--- config.mk ---
export PLATFORM = sky130hd
export DESIGN_NAME = tf_gen_ctrl
export DESIGN_NICKNAME = d
export VERILOG_FILES = /design/src/rtl/tf_gen_ctrl_pkg.sv /design/src/rtl/tf_sat_cnt.sv /design/src/rtl/tf_gen_ctrl.sv
export SDC_FILE = /design/constraint.sdc
export NUM_CORES = 1
export LEC_CHECK = 0
export CORE_MARGIN = 4
export CORE_UTILIZATION = 41
export DETAILED_ROUTE_END_ITERATION = 12
export GPL_ROUTABILITY_DRIVEN = 0
export HOLD_SLACK_MARGIN = 0.02
export PLACE_DENSITY = 0.77
export SYNTH_ARGS = -nofsm -noshare
export SYNTH_HDL_FRONTEND = slang
export SYNTH_SLANG_ARGS = --single-unit
--- constraint.sdc ---
create_clock -name clk -period 1.4 [get_ports clk]
set_input_delay 0.42 -clock clk [delete_from_list [all_inputs] [get_ports clk]]
set_output_delay 0.42 -clock clk [all_outputs]
set_load 0.1 [all_outputs]
--- src/rtl/tf_gen_ctrl_pkg.sv ---
// tf_gen_ctrl_pkg: shared state encoding, command-strobe bundle and counter width
package tf_gen_ctrl_pkg;
  localparam int UPD_CNT_W = 16;
  typedef enum logic [2:0] {
    S_IDLE     = 3'd0,
    S_LD_CONST = 3'd1,
    S_LD_BASE  = 3'd2,
    S_RDY      = 3'd3,
    S_RD       = 3'd4,
    S_WAIT     = 3'd5,
    S_WR       = 3'd6
  } tf_ctrl_state_e;
  typedef struct packed {
    logic init_const;
    logic init_base;
    logic ren;
    logic wen;
  } tf_cmd_t;
endpackage

--- src/rtl/tf_sat_cnt.sv ---
// tf_sat_cnt: generic saturating up-counter with synchronous clear
module tf_sat_cnt #(
  parameter int W = 16
) (
  input  logic         clk,
  input  logic         rst,
  input  logic         clr,
  input  logic         inc,
  output logic [W-1:0] cnt
);
  always_ff @(posedge clk or posedge rst)
    if (rst) cnt <= '0;
    else cnt <= clr ? '0 : (inc && !(&cnt)) ? cnt + 1'b1 : cnt;
endmodule

--- src/rtl/tf_gen_ctrl.sv ---
// tf_gen_ctrl: TF_gen bank-load and twiddle-update sequencer
// TF_GEN_CTRL_PERF_EN adds the saturating upd_cnt output
`ifndef D_width
`define D_width 3
`endif
module tf_gen_ctrl
  import tf_gen_ctrl_pkg::*;
#(
  parameter int IT_DEPTH = 3,
  parameter int MUL_LAT  = 3,
  parameter int D_WIDTH  = `D_width
) (
  input  logic               clk,
  input  logic               rst,
  input  logic               start,
  input  logic               const_vld,
  output logic               const_rdy,
  input  logic               base_vld,
  output logic               base_rdy,
  output logic               init_done,
  input  logic               upd_req,
  input  logic [D_WIDTH-1:0] upd_depth,
  output logic               upd_ack,
  output logic               tf_valid,
  output logic               err_depth,
  output logic               busy,
  output logic               TF_init_const,
  output logic               TF_init_base,
  output logic               TF_ren,
  output logic               TF_wen,
`ifdef TF_GEN_CTRL_PERF_EN
  output logic [D_WIDTH-1:0] it_depth_cnt,
  output logic [UPD_CNT_W-1:0] upd_cnt
`else
  output logic [D_WIDTH-1:0] it_depth_cnt
`endif
);
  localparam int WC_W = $clog2(MUL_LAT) + 1;
  localparam logic [WC_W-1:0] WAIT_LAST = WC_W'(MUL_LAT - 2);
  tf_ctrl_state_e state, state_nxt;
  logic [WC_W-1:0] wcnt;
  logic ren_q, wen_q;
  logic depth_ok, last_base, ld_const, ld_base, req_rdy, acc, err;
  tf_cmd_t cmd;
  assign const_rdy = state == S_LD_CONST;
  assign base_rdy  = state == S_LD_BASE;
  assign ld_const  = const_rdy && const_vld;
  assign ld_base   = base_rdy && base_vld;
  assign depth_ok  = 32'(upd_depth) < IT_DEPTH;
  assign last_base = it_depth_cnt == D_WIDTH'(IT_DEPTH - 1);
  // start outranks a simultaneous request, so a reload never issues a read
  assign req_rdy   = state == S_RDY && !start && upd_req;
  assign acc       = req_rdy && depth_ok;
  assign err       = req_rdy && !depth_ok;
  assign cmd = '{init_const: ld_const, init_base: ld_base, ren: ren_q, wen: wen_q};
  assign TF_init_const = cmd.init_const;
  assign TF_init_base  = cmd.init_base;
  assign TF_ren        = cmd.ren;
  assign TF_wen        = cmd.wen;
  always_comb begin
    state_nxt = state;
    unique case (state)
      S_IDLE:     state_nxt = start ? S_LD_CONST : S_IDLE;
      S_LD_CONST: state_nxt = const_vld ? S_LD_BASE : S_LD_CONST;
      S_LD_BASE:  state_nxt = (base_vld && last_base) ? S_RDY : S_LD_BASE;
      S_RDY:      state_nxt = start ? S_LD_CONST : acc ? S_RD : S_RDY;
      S_RD:       state_nxt = (MUL_LAT > 1) ? S_WAIT : S_WR;
      S_WAIT:     state_nxt = (wcnt == WAIT_LAST) ? S_WR : S_WAIT;
      S_WR:       state_nxt = S_RDY;
      default:    state_nxt = S_IDLE;
    endcase
  end
  // registered outputs are decoded from the next state so they align with it
  always_ff @(posedge clk or posedge rst)
    if (rst) begin
      state        <= S_IDLE;
      wcnt         <= '0;
      ren_q        <= 1'b0;
      wen_q        <= 1'b0;
      tf_valid     <= 1'b0;
      upd_ack      <= 1'b0;
      err_depth    <= 1'b0;
      init_done    <= 1'b0;
      busy         <= 1'b0;
      it_depth_cnt <= '0;
    end else begin
      state        <= state_nxt;
      wcnt         <= (state == S_WAIT) ? wcnt + 1'b1 : '0;
      ren_q        <= state_nxt == S_RD;
      tf_valid     <= state_nxt == S_RD;
      wen_q        <= state_nxt == S_WR;
      upd_ack      <= state_nxt == S_WR;
      err_depth    <= err;
      init_done    <= state_nxt inside {S_RDY, S_RD, S_WAIT, S_WR};
      busy         <= !(state_nxt inside {S_IDLE, S_RDY});
      it_depth_cnt <= acc ? upd_depth :
                      (ld_const || (ld_base && last_base)) ? '0 :
                      ld_base ? it_depth_cnt + 1'b1 : it_depth_cnt;
    end
  assert property (@(posedge clk) disable iff (rst) $onehot0(cmd))
    else $error("tf_gen_ctrl: more than one TF_gen strobe active");
`ifdef TF_GEN_CTRL_PERF_EN
  tf_sat_cnt #(.W(UPD_CNT_W)) u_upd_cnt (
    .clk(clk),
    .rst(rst),
    .clr(start && (state == S_IDLE || state == S_RDY)),
    .inc(upd_ack),
    .cnt(upd_cnt)
  );
`endif
endmodule

======== Word level (Yosys, flattened, before mapping) ========
Cells that the tools add are included.
storage, ports and cells
  register bits after elaboration ......... 14
  input bits .............................. 9
  logic and storage cells ................. 51
cells by class
  add/subtract/negate cells ............... 2
  magnitude comparators ................... 1
  equality and inequality tests ........... 12
  mux-type cells .......................... 11
  reduce and logical (&&, ||, !) cells .... 17
operators with widths
  cell                 number
  $pmux 3 s7           1
  $eq 3x3->1 const B   6
  $mux 3               6
  $eq 3x2->1 const B   4
  $logic_and 1x1->1    8
  $add 3x1->3 const B  2
  $eq 3x1->1 const B   2
  $logic_not 3->1      2
  $mux 2               2
  $reduce_bool 4->1    1
  $logic_not 1->1      3
  $lt 3x2->1 const B   1
  $reduce_bool 3->1    1
  $mux 1               2
  $reduce_bool 2->1    1
  $logic_or 1x1->1     1

======== Longest topological paths before layout ========
Gate-level depths: netlist of run 1.
  depth after elaboration ................. 10
  depth in mapped cells ................... 6
  mapped depth without buffers ............ 6

======== Worst setup path after synthesis of run 1 ========
No wires, ideal clock.
  path type ............................... register to output
  start point ............................. reg state[2]
  end point ............................... out base_rdy
  data arrival time ....................... 2.610 ns
  setup slack ............................. -1.630 ns
  stages on the path, launching flop included .. 3
  cells stage by stage .................... dfrtp_1 buf_2 nor3_1
between the ends
  word-level cells in the longest chain between the ends .. 1
RTL lines
  what                      line               text
  start: declaration        tf_gen_ctrl.sv:40  tf_ctrl_state_e state, state_nxt;
  start signal: assignment  tf_gen_ctrl.sv:87  state <= state_nxt;
  $eq 3x2->1                tf_gen_ctrl.sv:46  assign base_rdy = state == S_LD_BASE;
  end: declaration          tf_gen_ctrl.sv:19  output logic base_rdy,
Every way passes these cells.

======== Worst setup path in the final report of run 1 ========
  start point ............................. reg state[2]
  end point ............................... out TF_init_base
between the ends
  word-level cells in the longest chain between the ends .. 2
RTL lines
  what               line               text
  $eq 3x2->1         tf_gen_ctrl.sv:46
  $logic_and 1x1->1  tf_gen_ctrl.sv:48  assign ld_base = base_rdy && base_vld;
  end: declaration   tf_gen_ctrl.sv:28  output logic TF_init_base,
Every way passes these cells.

==> results of run 1 <==
[kinds of logic (layout without fill, tap and decap cells)]
family          after synthesis  in the layout  synth area share [%]
xor+xnor                      2              2                  2.15
buf+inv                      13             67                  8.60
compound gates               17             17                  16.1
flops                        14             14                  43.0
simple gates                 31             31                  24.0
fa+ha+maj                     4              4                  6.14
[state kept, by name, indices dropped and copies added, names as in the netlist]
name / count
state: 3
err_depth: 1
init_done: 1
wcnt: 3
busy: 1
it_depth_cnt: 3
upd_ack: 1
tf_valid: 1
[routing by layer]
| metal | GRT usage [%] | up-vias | share of wire (%) | wire length (um) |
|---|---|---|---|---|
| met5 | 0 | - | 0 | 0 |
| met4 | 11.1 | 0 | 3.5 | 119 |
| met3 | 4.84 | 11 | 4.7 | 162 |
| met2 | 43.0 | 45 | 56 | 1910 |
| met1 | 22.8 | 459 | 36 | 1220 |
| li1 | - | 390 | - | - |
[critical path, stage by stage (launching register included)]
cell      delay (ps)
dfrtp_2          470
nor4bb_4         290
buf_4            180
buf_12           170
[power breakdown]
part | switching, uW | internal [uW]
combinational | 1600 | 1270
clock | 166 | 159
sequential | 158 | 544
total | 1930 | 1970
[synthesized netlist by cell type (2+ instances only)]
cell type and count:
inv_1 6, nand2_1 6, nand3_1 3, a21oi_1 6
nor2_1 7, xnor2_1 2, nand2b_1 2, a2bb2oi_1 3
ha_1 4, buf_4 3, dfrtp_1 14
[layout by cell type (no fill, tap or decap), types with 2 or more instances in the layout]
| cell | count |
|---|---|
| ha_1 | 3 |
| nor2_1 | 6 |
| dfrtp_2 | 4 |
| clkdlybuf4s50_1 | 3 |
| a2bb2oi_1 | 2 |
| a21oi_1 | 4 |
| inv_2 | 2 |
| clkbuf_4 | 3 |
| buf_6 | 8 |
| buf_12 | 14 |
| nand2_1 | 5 |
| nand3_1 | 3 |
| dfrtp_4 | 4 |
| dfrtp_1 | 6 |
| dlygate4sd2_1 | 5 |
| nand2b_1 | 2 |
| buf_4 | 26 |
| inv_1 | 4 |
[metrics by stage]
step / area, um2 / std cells
final: 1600 / 160
after CTS: 1520 / 156
after global placement: 1380 / 145
after floorplan: 881 / 81
after detailed placement: 1380 / 145
after global routing: 1600 / 160
[layout make-up]
cell class                      instances  area [um2]  area share, %
Clock buffer                            4        36.3           2.26
Inverter                                7        28.8           1.79
Multi-Input combinational cell         54         498           31.0
Sequential cell                        14         370           23.1
Tap cell                               25        31.3           1.95
Timing Repair Buffer                   56         639           39.9
[worst paths after layout]
kind | slack [ps] | start | to | depth (start not counted)
max | -440 | state[2] | TF_init_base | 3
min | 410 | rst | state[2] | 3
max reg2reg | -360 | state[1] | it_depth_cnt[0] | 7
min reg2reg | 470 | wcnt[0] | wcnt[0] | 1
max in group asynchronous | 790 | rst | it_depth_cnt[0] | 3
min in group clk | 470 | wcnt[0] | wcnt[0] | 1
[repair_timing]
| item | in CTS | in global routing |
|---|---|---|
| gates resized for setup | 16 | 13 |
| gates cloned | 0 | 0 |
| setup buffers | 7 | 4 |
| setup endpoints to repair | 17 | 20 |
| pin swaps | 7 | 8 |
==> flow_summary.toml, run 1 <==
[floorplanning]
fp-row-count = 15
core_um2 = 1800
initial_core_util_pct = 45.2
die_area_um2 = 2760
ios = 23
die_y_um = 52.6
fp.dieW_um = 52.6

[timing]
fmax_ghz = 0.544
worstMarginPinSlew_ps = 524
setup_viol = 19
fin_crit_sh_pct = 131
clock_skew_ps = 6.91
rsz0062_at_grt = "yes"
whs_ps = 411
maxSlewViolCount = 0
setup_tns_ps = -4320
timing.slew.headroom_pct = 64.6
finalCriticalPeriod_ps = 1840
hold_violations = 0
worst_slack_ps = -438

[synth]
syn-cell-area_um2 = 815
seq_area_frac_synth_pct = 43.0
synthFlopType = "dfrtp_1"
yosys_warnings = 0
avgSynthCellArea_um2 = 10.1
async_flop_share_pct = 100
syn_nets = 94
synth_top_cell_by_area = "dfrtp_1"
synth-edff-count = 0
ys_ff_latch = 14
synth.area.top_cells = "dfrtp_1 43%, ha_1 6.1%, a21oi_1 3.7%"
synthDistinctLibCells = 36
syn-instance-count = 81
synth_top_area_share_pct = 43.0

[route]
drc = 0
wirelength_um = 3410
wl_per_cell_um = 21.3
ant_nets = 0
firstDrtPassIters = 4
viasPerCell = 5.66
drt_iter0_drc = 32
vias = 905

[placed_design]
port_buffers = 22
place_ws_ps = -542
dp_hpwl_um = 1700

[global_routing]
grt_pass1_vias = 919
grt_max_degree = 15
grt_usage_pct = 22.7
antenna_found_initial = 0
grt_pass1_wl_um = 4330
grt-ovfl-total = 0

[clocking]
cts_max_path_buffers = 2
cts_tree = "done"
hold_buffers = 0
numCtsBuffers = 3
root_buffer = "clkbuf_4"
clk_latency_ps = 310
clkSinkCount = 14
cts_htree_levels = 1
clk_pin_slew_worst_paths_ps = 100

[status]
outcome = "complete, but fails checks"
violations = "setup timing"

[worst_setup_path]
cp.arrival_ps = 1420
crit_path_max_fanout = 5
endpoint_kind = "output pin"
criticalPathCategory = "reg2out"
required_ps = 980
cp-start-kind = "flip-flop"

[hold_path]
hold_path_class = "in2async"

[cells_and_area]
fin_util_pct = 89.0
area_delta_synth_final_pct = 96.9
nNetsFinal = 149
fill_cells = 82
antenna_cells = 0
layout-drive-gt1-share_pct = 61.5

[power_and_ir_drop]
p_leak_uw = 0.000739
powerDensity_nw_per_um2 = 2430
peakVddDrop_v = 0.00169
p_total_uw = 3900

[flow_run]
drv_cap = 0
Note: power is estimated with default switching activity, not from simulation.
==> run 2: changes to the inputs <==
Settings changed: CTS_CLUSTER_SIZE set to 30.
==> results of run 2 <==
Same layout as run 1: the final DEF is identical, and so are final timing and power.
==> run 3: changes to the inputs <==
Settings changed: CORE_MARGIN 4 to 10, CORE_UTILIZATION 41 to 59, DONT_BUFFER_PORTS set to 1, PLACE_DENSITY 0.77 to 0.79.
Clock period 1.4 ns to 1.95 ns, I/O delays scaled along.
==> flow_summary.toml, run 3 (synthesized netlist as in run 1, its figures left out) <==
[global_routing]
grt_usage_pct = 12.6
grt-ovfl-total = 0
antenna_found_initial = 0
grt_pass1_vias = 713
grt_pass1_wl_um = 3340
grt_max_degree = 15

[cells_and_area]
fill_cells = 72
multi_input_area_um2 = 432
antenna_cells = 0
reg_top3 = "it_depth_cnt (3), state (3), wcnt (3)"
nNetsFinal = 111
mostFrequentLayoutCells = "13 x buf_4, 7 x dfrtp_1, 7 x dfrtp_2"
area_delta_synth_final_pct = 32.0
final_common_cell = "buf_4"
regArea_um2 = 359
layout-drive-gt1-share_pct = 42.3

[clocking]
numCtsBuffers = 3
clkSinkCount = 14
clk_pin_slew_worst_paths_ps = 90
cts_htree_levels = 1
cts_tree = "done"
root_buffer = "clkbuf_4"
cts_max_path_buffers = 2
clk_latency_ps = 280

[timing]
fmax_ghz = 0.509
hold_violations = 0
finalCriticalPeriod_ps = 1960
fin_crit_sh_pct = 101
whs_ps = 213
setup_viol = 1
timing.slew.headroom_pct = 65.7
clock_skew_ps = 1.23
maxSlewViolCount = 0
worst_slack_ps = -13.5
worstMarginPinSlew_ps = 514
rsz0062_at_grt = "yes"

[placed_design]
port_buffers = 0
dp_hpwl_um = 1520

[worst_setup_path]
cp.arrival_ps = 1380
cp-start-kind = "flip-flop"
critPathBufInv = 1
cp_slowest_cell = "dfrtp_2"
critPathTopFamily = "flip-flops"
required_ps = 1360
max_stage_delay_ps = 460
criticalPathCategory = "reg2out"
ff2ff_setup_slack_ps = 230
endpoint_kind = "output pin"
crit_path_max_fanout = 5
path_cells = "nor4bb_4 -> clkbuf_16"
cp.depth = 2
reg2reg_depth = 6

[route]
firstDrtPassIters = 4
wl_per_cell_um = 18.9
ant_nets = 0
wirelength_um = 2120
drt_iter0_drc = 28
vias = 714
drc = 0
viasPerCell = 6.38

[floorplanning]
ios = 23
fp.dieW_um = 57.2
initial_core_util_pct = 62.6
die_y_um = 57.2
die_area_um2 = 3270
core_um2 = 1300
fp-row-count = 13

[status]
violations = "setup timing"
outcome = "complete, but fails checks"

[flow_run]
drv_cap = 0

[hold_path]
hold_path_class = "in2async"
[run 3: final cells by class]
type	count	area share, %
timing repair buffer	18	18.9
inverter	7	2.44
sequential	14	33.4
clock buffer	4	3.38
tap	15	1.75
multi-input combinational	54	40.2
[run 3: final timing paths]
path,start,end
max,state[0],TF_init_base
min,rst,wcnt[1]
max reg2reg,state[1],init_done
min reg2reg,wcnt[0],wcnt[0]
max in group asynchronous,rst,state[2]
min in group clk,upd_depth[0],it_depth_cnt[0]
[run 3: worst register-to-register path, stage by stage, from the launching register on]
cell and delay, ps:
dfrtp_2 450, nor4bb_4 170, buf_4 130, buf_4 150, a221oi_2 280, o221ai_1 210
a21o_1 220
[run 3: routing by layer]
metal  routed length, um  GRT usage (%)  share of wire, %  vias to the layer above
met5                   0              0                 0                        -
met1                 802           14.1                38                      343
li1                    -              -                 -                      318
met3                 240           4.42                11                        4
met4                  12           3.02              0.57                        0
met2                1070           22.3                50                       49
[run 3: repair_timing]
item	4_1_cts	5_1_grt
pin swaps	1	2
gates cloned	0	0
setup buffers	3	0
resized for setup	4	1
hold buffers	0	0
endpoints found under the setup margin	4	3
[run 3: through the flow]
stage                     instance area (um2)  utilization, %  cells  setup slack, ps  TNS, ps
final                                    1070            82.6    112            -13.5    -13.5
after floorplan                           838               -     81             13.9        0
after CTS                                1080            82.8    112            -7.14    -7.14
after global placement                   1010            77.7    105              150        0
after detailed placement                 1010            77.7    105              144        0
after global routing                     1070            82.6    112            -60.3    -82.5
Power of run 3 is not shown: default switching activity piles up to over one toggle a cycle in this logic, so the estimate is an artifact.
